==> config.mk <==
export PLATFORM = sky130hd
export DESIGN_NAME = bin_to_bcd_pipe
export DESIGN_NICKNAME = d
export VERILOG_FILES = /design/src/rtl/bin_to_bcd_pipe.sv
export SDC_FILE = /design/constraint.sdc
export NUM_CORES = 1
export LEC_CHECK = 0
export ABC_CLOCK_PERIOD_IN_PS = 3900
export BUFFER_PORTS_ARGS = -buffer_cell sky130_fd_sc_hd__clkbuf_2
export CORE_ASPECT_RATIO = 1.2
export CORE_MARGIN = 3
export CORE_UTILIZATION = 60
export DETAILED_ROUTE_END_ITERATION = 8
export PLACE_DENSITY = 0.83
export SLEW_MARGIN = 25
export SYNTH_ARGS = -nofsm -noshare
export SYNTH_HDL_FRONTEND = slang
export SYNTH_SLANG_ARGS = --single-unit
==> constraint.sdc <==
create_clock -name clk -period 3.9 [get_ports clk]
set_clock_uncertainty 0.05 [all_clocks]
set_input_delay 0.975 -clock clk [delete_from_list [all_inputs] [get_ports clk]]
set_output_delay 0.975 -clock clk [all_outputs]
set_load 0.01 [all_outputs]
==> src/rtl/bin_to_bcd_pipe.sv <==
// Iterative shift-and-add-3 binary-to-BCD converter with valid/ready handshakes,
// optional two's-complement input and a leading-zero mask for display blanking.
module bin_to_bcd_pipe #(
  parameter int unsigned BIN_W  = 12,
  parameter int unsigned DIGITS = 4,
  parameter int unsigned SIGNED = 0
) (
  input  logic                  clk,
  input  logic                  rst,
  input  logic                  in_valid,
  output logic                  in_ready,
  input  logic [BIN_W-1:0]      bin_in,
  output logic                  out_valid,
  input  logic                  out_ready,
  output logic [4*DIGITS-1:0]   bcd_out,
  output logic                  sign_out,
  output logic [DIGITS-1:0]     lz_mask
);

  localparam int unsigned ACC_W = 4 * DIGITS;
  localparam int unsigned CNT_W = $clog2(BIN_W + 1);

  typedef enum logic [1:0] {IDLE, CONV, HOLD} state_t;

  state_t             state_q, state_d;
  logic [BIN_W-1:0]   shreg_q, shreg_d;
  logic [ACC_W-1:0]   acc_q, acc_d;
  logic [CNT_W-1:0]   cnt_q, cnt_d;
  logic               sgn_cap_q, sgn_cap_d;
  logic               in_ready_q, in_ready_d;
  logic               out_valid_q, out_valid_d;
  logic [ACC_W-1:0]   bcd_q, bcd_d;
  logic               sign_q, sign_d;
  logic [DIGITS-1:0]  lz_q, lz_d;

  logic [ACC_W-1:0]   acc_adj;
  logic [ACC_W-1:0]   acc_sh;
  logic [BIN_W-1:0]   shreg_sh;
  logic [DIGITS-1:0]  lz_new;
  logic               zero_run;
  logic               neg_in;
  logic [BIN_W-1:0]   mag;

  // Datapath helpers: add-3 correction, shift, leading-zero scan, magnitude.
  always_comb begin
    acc_adj = acc_q;
    for (int d = 0; d < int'(DIGITS); d++) begin
      if (acc_q[4*d +: 4] >= 4'd5) acc_adj[4*d +: 4] = acc_q[4*d +: 4] + 4'd3;
    end
    {acc_sh, shreg_sh} = {acc_adj, shreg_q} << 1;

    lz_new   = '0;
    zero_run = 1'b1;
    for (int i = int'(DIGITS) - 1; i >= 1; i--) begin
      zero_run  = zero_run & (acc_sh[4*i +: 4] == 4'd0);
      lz_new[i] = zero_run;
    end

    neg_in = (SIGNED != 0) && bin_in[BIN_W-1];
    mag    = neg_in ? BIN_W'(~bin_in + BIN_W'(1)) : bin_in;
  end

  // Next-state and register updates.
  always_comb begin
    state_d     = state_q;
    shreg_d     = shreg_q;
    acc_d       = acc_q;
    cnt_d       = cnt_q;
    sgn_cap_d   = sgn_cap_q;
    in_ready_d  = in_ready_q;
    out_valid_d = out_valid_q;
    bcd_d       = bcd_q;
    sign_d      = sign_q;
    lz_d        = lz_q;
    case (state_q)
      IDLE: begin
        if (in_valid) begin
          shreg_d    = mag;
          acc_d      = '0;
          cnt_d      = CNT_W'(BIN_W);
          sgn_cap_d  = neg_in;
          in_ready_d = 1'b0;
          state_d    = CONV;
        end
      end
      CONV: begin
        acc_d   = acc_sh;
        shreg_d = shreg_sh;
        cnt_d   = cnt_q - CNT_W'(1);
        if (cnt_q == CNT_W'(1)) begin
          state_d     = HOLD;
          out_valid_d = 1'b1;
          bcd_d       = acc_sh;
          lz_d        = lz_new;
          sign_d      = sgn_cap_q;
        end
      end
      HOLD: begin
        if (out_ready) begin
          state_d     = IDLE;
          out_valid_d = 1'b0;
          in_ready_d  = 1'b1;
        end
      end
      default: state_d = IDLE;
    endcase
  end

  always_ff @(posedge clk or posedge rst) begin
    if (rst) begin
      state_q     <= IDLE;
      shreg_q     <= '0;
      acc_q       <= '0;
      cnt_q       <= '0;
      sgn_cap_q   <= 1'b0;
      in_ready_q  <= 1'b1;
      out_valid_q <= 1'b0;
      bcd_q       <= '0;
      sign_q      <= 1'b0;
      lz_q        <= '0;
    end else begin
      state_q     <= state_d;
      shreg_q     <= shreg_d;
      acc_q       <= acc_d;
      cnt_q       <= cnt_d;
      sgn_cap_q   <= sgn_cap_d;
      in_ready_q  <= in_ready_d;
      out_valid_q <= out_valid_d;
      bcd_q       <= bcd_d;
      sign_q      <= sign_d;
      lz_q        <= lz_d;
    end
  end

  assign in_ready  = in_ready_q;
  assign out_valid = out_valid_q;
  assign bcd_out   = bcd_q;
  assign sign_out  = sign_q;
  assign lz_mask   = lz_q;

endmodule

==> flow_summary.toml, run 1 <==
[critical_path]
critPathKind = "register to register"
crit_chain = "inv_1 > ha_1 > nor3b_1 > nand2_1 > mux2_2"
worstPathMaxFanout = 32
worst_setup_path_start_kind = "register"
slowest_stage = "nand2_1"
end_kind = "register"
slowest_delay_ns = 0.65
required_ns = 4.04
r2r_slack_ns = 1.56
arrival_ns = 2.48

[synth]
yosysTopAreaCellShare_pct = 50.09
synthFlopType = "dfrtp_1"
syn_inst = 277
yosysSeqAreaShare_pct = 51.07
synth_fa_ha_area_share_pct = 4.638
synth-compound-area-share_pct = 19.16
syn_area_um2 = 2698
yosysTopAreaCell = "dfrtp_1"
synth_top_family_by_area = "compound AO/OA/AOI/OAI gates"
yosysWarnings = 0
synthTopCellsByArea = "dfrtp_1, o21ai_0, nand2_1"
muxShareOfSynthArea_pct = 4.777
yosys.area_share.xor_xnor_pct = 1.299
synth_cell_types = 36
synth_simple_gate_area_share_pct = 14.38
avgSynthCellArea_um2 = 9.739
synthArstFlopShare_pct = 100.0
synth_edf_count = 0
synth-seq-cells = 55

[routing]
met2_length_mm = 2.693
wl_mm = 5.212
vias_per_cell = 5.478
wl_met1_mm = 2.254
drtAntennaViolNets = 0
avgRoutedWirePerCell_um = 14.16
maxUsedRoutingLayer = "met4"
drt_iter0_drc = 99
num_vias = 2016
drc_errors = 0
wl_met3_um = 182
drtPass1Iterations = 5

[cts]
cts-root-buf = "clkbuf_8"
cts_hold_buffers = 0
htree_levels = 2
cts_inserted_buffers = 5
cts.sinks = 55
clock_path_buffers = 2
postCtsSetupBuffers = 0
cts_resized = 0
cts_tree = "done"
clock_latency_ns = 0.31
clk_pin_slew_ns = 0.10

[sta]
layout_worst_path_cycle_share_pct = 59.92
tightest_slew_ns = 0.9160
hold_violations = 0
drv_slew = 0
max_freq_mhz = 427.9
finalSetupViolCount = 0
fin_crit_ns = 2.337
slew_headroom_pct = 38.78
grt_setup_unrepaired = "no"
setup_tns_ns = 0
holdWs_ns = 0.4343

[floorplan]
start_util_pct = 62.82
rows = 26
core_um2 = 4294
fp.dieH_um = 79.45
ios = 39
die_x_um = 67.21
dieArea_um2 = 5340

[placement]
numPortBuffers = 36
placed_area_um2 = 2919
dp_hpwl_mm = 3.825
gp_congestion = 0.8242

[layout]
nets = 337
utilization_pct = 69.87
layout-drive-gt1-share_pct = 19.87
area_delta_synth_final_pct = 11.22
antenna_cells = 0
final_area_um2 = 3000

[global_route]
grt-ovfl-total = 0
grt_max_degree = 37
antenna_found_initial = 0
grt_pass1_wl_mm = 9.259
grt_util_all_layers_pct = 23.01
grt_pass1_vias = 2053

[power]
powerDensity_nw_per_um2 = 824.5
leakagePower_uw = 0.001427
irDropWorstVdd_mv = 0.4285
power_uw = 2474

[run_status]
status = "completed"

[min_path]
min_path_type = "register to register"

[job]
cap_violations = 0
[metrics by stage]
step	std cells	setup WS, ns
global placement	360	1.561
finish	368	1.563
detailed placement	360	1.524
CTS	368	1.508
global route	368	1.313
floorplan	278	1.534
[flip-flops by register name (all words and copies together) (netlist names)]
signal,cells
acc_q,16
bcd_out,16
shreg_q,12
cnt_q,4
lz_mask,3
state_q,2
in_ready,1
out_valid,1
[cells by family (layout without fill, tap and decap cells)]
| family | Yosys count | after routing |
|---|---|---|
| adders and majority gates | 10 | 10 |
| and+or+nand+nor | 81 | 81 |
| xor gates and xnor gates | 4 | 4 |
| other | 1 | 2 |
| muxes | 12 | 12 |
| AOI/OAI and AO/OA | 84 | 84 |
| DFF | 55 | 55 |
| buffers and inverters | 30 | 64 |
[routing by layer]
layer / global-route usage (%) / up-vias
li1: - / 1019
met1: 29.32 / 950
met2: 38.84 / 40
met3: 4.648 / 7
met4: 7.302 / 0
met5: 0 / -
[cells in the mapped netlist, drive strengths merged, types with 7 or more instances]
library cell,number
a21oi,13
a31oi,7
and2,8
clkbuf,9
dfrtp,54
ha,10
inv,17
mux2,7
nand2,45
o21ai,51
[area by class of cell]
type                            count  area (um^2)
Sequential cell                    55         1378
Fill cell                         362         1294
Multi-Input combinational cell    193         1205
Timing Repair Buffer               39        202.7
Clock buffer                        7        76.32
Tap cell                           56        70.07
Inverter                           17        63.81
Clock inverter                      1        5.005
[where the power goes]
| part | leakage, uW | switching [uW] | internal (uW) | total [uW] |
|---|---|---|---|---|
| registers | 0.000695 | 217 | 819 | 1040 |
| clock network | 0.0000422 | 174 | 126 | 301 |
| logic | 0.000689 | 642 | 496 | 1140 |
[cells in the final DEF, fill, tap and decap left out, types with 2 or more instances in the layout]
master	instances
dfrtp_1	54
o21ai_0	49
nand2_1	45
clkbuf_2	36
inv_1	15
a21oi_1	13
ha_1	10
and2_1	8
a31oi_1	7
mux2_2	7
nand3_1	5
nor3b_1	5
mux2i_1	5
nor3_1	5
clkbuf_8	5
nand2b_1	4
xnor2_1	4
a22o_1	4
nor2_1	3
buf_4	3
inv_2	2
nand3b_1	2
a2111oi_4	2
a21boi_0	2
conb_1	2
clkbuf_1	2
[worst max-delay path, delay by kind of cell, from the launching register on]
| family | cells | cell delay [ns] |
|---|---|---|
| buffers and inverters | 1 | 0.08 |
| adder cells (fa/ha/maj) | 1 | 0.13 |
| AND/OR/NAND/NOR | 2 | 1.06 |
| multiplexers | 1 | 0.49 |
| flip-flops | 1 | 0.40 |
[path summary, 6_finish.rpt]
path                       startpoint           to  cells after the start
max reg2reg                  cnt_q[1]   bcd_out[4]                      5
min reg2reg                bcd_out[8]   bcd_out[8]                      2
min                        bcd_out[8]   bcd_out[8]                      2
min in group asynchronous         rst  bcd_out[12]                      2
max                          cnt_q[1]   bcd_out[4]                      5
max in group asynchronous         rst     in_ready                      3
(Power assumes the default switching activity.)
==> run 2, diff against run 1 <==
Settings changed: ABC_CLOCK_PERIOD_IN_PS 3900 to 1900, CORE_UTILIZATION 60 to 51, PLACE_DENSITY 0.83 to 0.75.
Clock period 3.9 ns to 1.9 ns, I/O delays scaled along.
==> flow_summary.toml, run 2 (same netlist as run 1, synthesis figures left out) <==
[run_status]
status = "completed"

[sta]
max_freq_mhz = 540.0
holdWs_ns = 0.1261
layout_worst_path_cycle_share_pct = 97.47
grt_setup_unrepaired = "yes"
fin_crit_ns = 1.852
finalSetupViolCount = 0
hold_violations = 0
drv_slew = 0
tightest_slew_ns = 0.5002
setup_tns_ns = 0
slew_headroom_pct = 66.57

[power]
irDropWorstVdd_mv = 0.7044
powerDensity_nw_per_um2 = 1778
leakagePower_uw = 0.001529

[routing]
drtPass1Iterations = 4
wl_met3_um = 194
met2_length_mm = 2.831
maxUsedRoutingLayer = "met4"
num_vias = 2084
drc_errors = 0
drtAntennaViolNets = 0
vias_per_cell = 5.371
wl_met1_mm = 2.410
drt_iter0_drc = 75
avgRoutedWirePerCell_um = 14.16
wl_mm = 5.495

[critical_path]
slowest_delay_ns = 0.41
slowest_stage = "dfrtp_1"
worstPathMaxFanout = 3
critPathKind = "register to register"
end_kind = "register"
worst_setup_path_start_kind = "register"
r2r_cells = 7
arrival_ns = 2.05
required_ns = 2.10
crit_chain = "inv_2 > ha_1 > nand2b_1 > nor3b_1 > nand3b_1 > a2111oi_4 > a32o_2"

[global_route]
antenna_found_initial = 0
grt_max_degree = 56
grt_pass1_vias = 2055
grt-ovfl-total = 0
grt_pass1_wl_mm = 9.170
grt_util_all_layers_pct = 18.55

[floorplan]
fp.dieH_um = 85.67
ios = 39
dieArea_um2 = 6202
die_x_um = 72.39
rows = 28
start_util_pct = 53.85
core_um2 = 5010

[cts]
clock_latency_ns = 0.31
cts-root-buf = "clkbuf_8"
htree_levels = 2
cts_tree = "done"
clk_pin_slew_ns = 0.10
clock_path_buffers = 2
cts_inserted_buffers = 5
cts.sinks = 55

[layout]
layout_common_cells = "dfrtp_1, o21ai_0, nand2_1"
antenna_cells = 0
utilization_pct = 64.61
layout-drive-gt1-share_pct = 27.44
nets = 353
fillers = 407
final_common_cell = "dfrtp_1"
final_area_um2 = 3237
area_delta_synth_final_pct = 19.99

[placement]
numPortBuffers = 36
placed_area_um2 = 3034
dp_hpwl_mm = 3.797
gp_congestion = 0.7652

[job]
cap_violations = 0

[min_path]
min_path_type = "primary input to async pin"
## run 2: cell types whose count changed in the layout (fill, tap and decap cells not counted), moves of 2 or more
cell / delta
a21oi_2: +3
buf_4: +15
ha_2: +2
inv_2: +3
inv_1: -3
bufinv_16: +2
a21oi_1: -3
ha_1: -4
ha_4: +2
## run 2: per-layer routing
metal,GRT usage [%],vias to the layer above
li1,-,1046
met2,33.39,33
met3,3.400,6
met4,4.530,0
met5,0,-
met1,22.79,999
## run 2: final timing paths
kind | from | to | slack (ns)
worst max-delay path | acc_q[5] | lz_mask[1] | 0.05
worst min-delay path | rst | cnt_q[1] | 0.13
worst max register to register | acc_q[5] | lz_mask[1] | 0.05
worst min register to register | shreg_q[6] | shreg_q[6] | 0.43
max in group asynchronous | rst | in_ready | 1.38
min in group clk | out_ready | state_q[1] | 0.37
## run 2: where the power goes
| part | internal, uW | total, uW | switching (uW) |
|---|---|---|---|
| clock network | 527 | 904 | 377 |
| registers | 1680 | 2090 | 405 |
| logic | 1280 | 2760 | 1480 |
## run 2: critical path, delay by kind of cell, from the launching register on
kind | cells | cell delay, ns
buffers and inverters | 1 | 0.08
and+or+nand+nor | 3 | 0.53
AOI/OAI and AO/OA | 2 | 0.56
DFF | 1 | 0.41
adders and majority gates | 1 | 0.17
## run 2: layout make-up
cell class,instances,area (um^2),area share (%)
clock buffer,6,72.57,2.242
multi-input combinational,193,1251,38.65
tap,60,75.07,2.319
inverter,17,63.81,1.971
clock inverter,2,60.06,1.855
sequential,55,1379,42.60
timing repair buffer,55,335.3,10.36
## run 2: per-stage QoR
| stage | setup WS, ns | instances | total power (uW) |
|---|---|---|---|
| 6_report | 0.04798 | 388 | 5754 |
| 5_1_grt | -0.06495 | 388 | 6239 |
| 3_3_place_gp | 0.09584 | 377 | 4572 |
| 2_1_floorplan | 0.03372 | 278 | 3826 |
| 3_5_place_dp | 0.02225 | 377 | 4687 |
| 4_1_cts | 0.01839 | 385 | 5610 |
## run 2: timing repair
action                                  4_1_cts  5_1_grt
endpoints found under the setup margin        1        6
buffers inserted                              0        3
gates resized for setup                       1       13
hold buffers                                  0        0
pin swaps                                     0        4
==> run 3, diff against run 2 <==
Settings changed: CORE_MARGIN 3 to 2, GPL_TIMING_DRIVEN set to 0.
==> flow_summary.toml, run 3 (same netlist as run 1, synthesis figures left out) <==
[routing]
drtAntennaViolNets = 0
drtPass1Iterations = 4
num_vias = 2143
drt_iter0_drc = 128
drc_errors = 0
avgRoutedWirePerCell_um = 14.96
vias_per_cell = 5.523
wl_mm = 5.805

[global_route]
antenna_found_initial = 0
grt_pass1_wl_mm = 9.577
grt_max_degree = 34
grt-ovfl-total = 0
grt_pass1_vias = 2036
grt_util_all_layers_pct = 20.41

[cts]
cts_tree = "done"
cts_inserted_buffers = 5
clock_path_buffers = 2
cts.sinks = 55
clock_latency_ns = 0.31
htree_levels = 2
cts_hold_buffers = 0
cts-root-buf = "clkbuf_8"
clk_pin_slew_ns = 0.11

[critical_path]
r2r-start = "acc_q[8]"
end_kind = "register"
worst_setup_path_start_kind = "register"
r2r-end = "lz_mask[1]"
critPathBufInv = 1
worstPathMaxFanout = 5
r2r_cells = 7
r2r_slack_ns = 0.03
cp_top_family = "compound AO/OA/AOI/OAI gates"
crit_chain = "inv_2 > ha_4 > nand2b_1 > a21oi_4 > nand3b_1 > a2111oi_4 > a32o_2"
slowest_delay_ns = 0.44
required_ns = 2.11
slowest_stage = "dfrtp_1"
critPathKind = "register to register"
arrival_ns = 2.08

[placement]
post-place-ws_ns = -0.1896
gp_congestion = 0.7992
dp_hpwl_mm = 4.030
post-place-cells = 376
numPortBuffers = 35

[layout]
utilization_pct = 62.04
nets = 351
multi_input_area_um2 = 1270
layout-drive-gt1-share_pct = 26.99
final_common_cell = "dfrtp_1"
fillers = 452
layout_common_cells = "dfrtp_1, o21ai_0, nand2_1"
antenna_cells = 0
area_delta_synth_final_pct = 19.34
instances_no_fill = 388
seq_area_um2 = 1379

[job]
cap_violations = 0

[floorplan]
start_util_pct = 51.99
ios = 39
die_x_um = 70.39
rows = 29
dieArea_um2 = 5890
core_um2 = 5189
fp.dieH_um = 83.67

[power]
power_uw = 5779
pwr-share-comb_pct = 47.3
powerDensity_nw_per_um2 = 1795
switching_share_pct = 40.58
power.switching_uw = 2345
seqPwrFrac_pct = 36.6
clock_power_share_pct = 16.1
leakagePower_uw = 0.001493
p_int_uw = 3434
irDropWorstVdd_mv = 1.057

[sta]
fin_crit_ns = 1.873
drv_slew = 0
hold_violations = 0
holdWs_ns = 0.04246
finalSetupViolCount = 0
slew_headroom_pct = 66.50
tightest_slew_ns = 0.5025
layout_worst_path_cycle_share_pct = 98.55
timing.final.ws_setup_ns = 0.02747
max_freq_mhz = 534.0
grt_setup_unrepaired = "yes"

[run_status]
status = "completed"

[min_path]
min_path_type = "primary input to async pin"
run 3: per-stage QoR:
step	instance area [um^2]	setup TNS, ns
global route	3219	-0.05028
global placement	2954	-38.18
floorplan	2701	0
CTS	3146	-0.05241
finish	3219	0
detailed placement	2977	-3.864
run 3: power by group through the flow:
stage               clock network [uW]  registers [uW]  logic, uW
floorplan                            0            2110       1710
global placement                     0            2090       2340
detailed placement                   0            2110       2440
CTS                                936            2100       2560
global route                       987            2190       3070
finish                             930            2120       2730
run 3: worst max-delay path by stage:
stage               startpoint          to  slack (ns)  cells after the start
floorplan                  rst    acc_q[0]        0.03                      1
global route          acc_q[8]  lz_mask[1]       -0.05                      7
finish                acc_q[8]  lz_mask[1]        0.03                      7
detailed placement    acc_q[8]  lz_mask[1]       -0.19                      7
CTS                  acc_q[12]  lz_mask[1]       -0.05                      6
global placement           rst  shreg_q[2]       -0.66                      2
run 3: final cells by class:
| type | count | area share, % |
|---|---|---|
| flip-flops and latches | 55 | 42.83 |
| inverters | 17 | 2.060 |
| well taps | 62 | 2.410 |
| clock inverters | 3 | 2.099 |
| plain buffers | 13 | 2.021 |
| clock buffers | 5 | 2.138 |
| repair buffers | 40 | 6.996 |
| multi-input cells | 193 | 39.45 |
run 3: layer usage:
layer  vias up  GRT usage, %  routed length (um)
met1      1043         28.06                2602
met3         7         3.623                 238
met4         0         6.469                  69
met5         -             0                   0
li1       1045             -                   -
met2        48         32.85                2894
run 3: worst register-to-register path: stages (launching register included):
cell and delay [ns]:
dfrtp_1 0.44, inv_2 0.10, ha_4 0.19, nand2b_1 0.13, a21oi_4 0.09, nand3b_1 0.21
a2111oi_4 0.40, a32o_2 0.21
run 3: repair_timing:
| action | in CTS | in global routing |
|---|---|---|
| setup buffers | 1 | 3 |
| pin swaps | 1 | 0 |
| setup endpoints to repair | 15 | 38 |
| endpoints found under the hold margin | 0 | 0 |
| gates resized for setup | 9 | 20 |
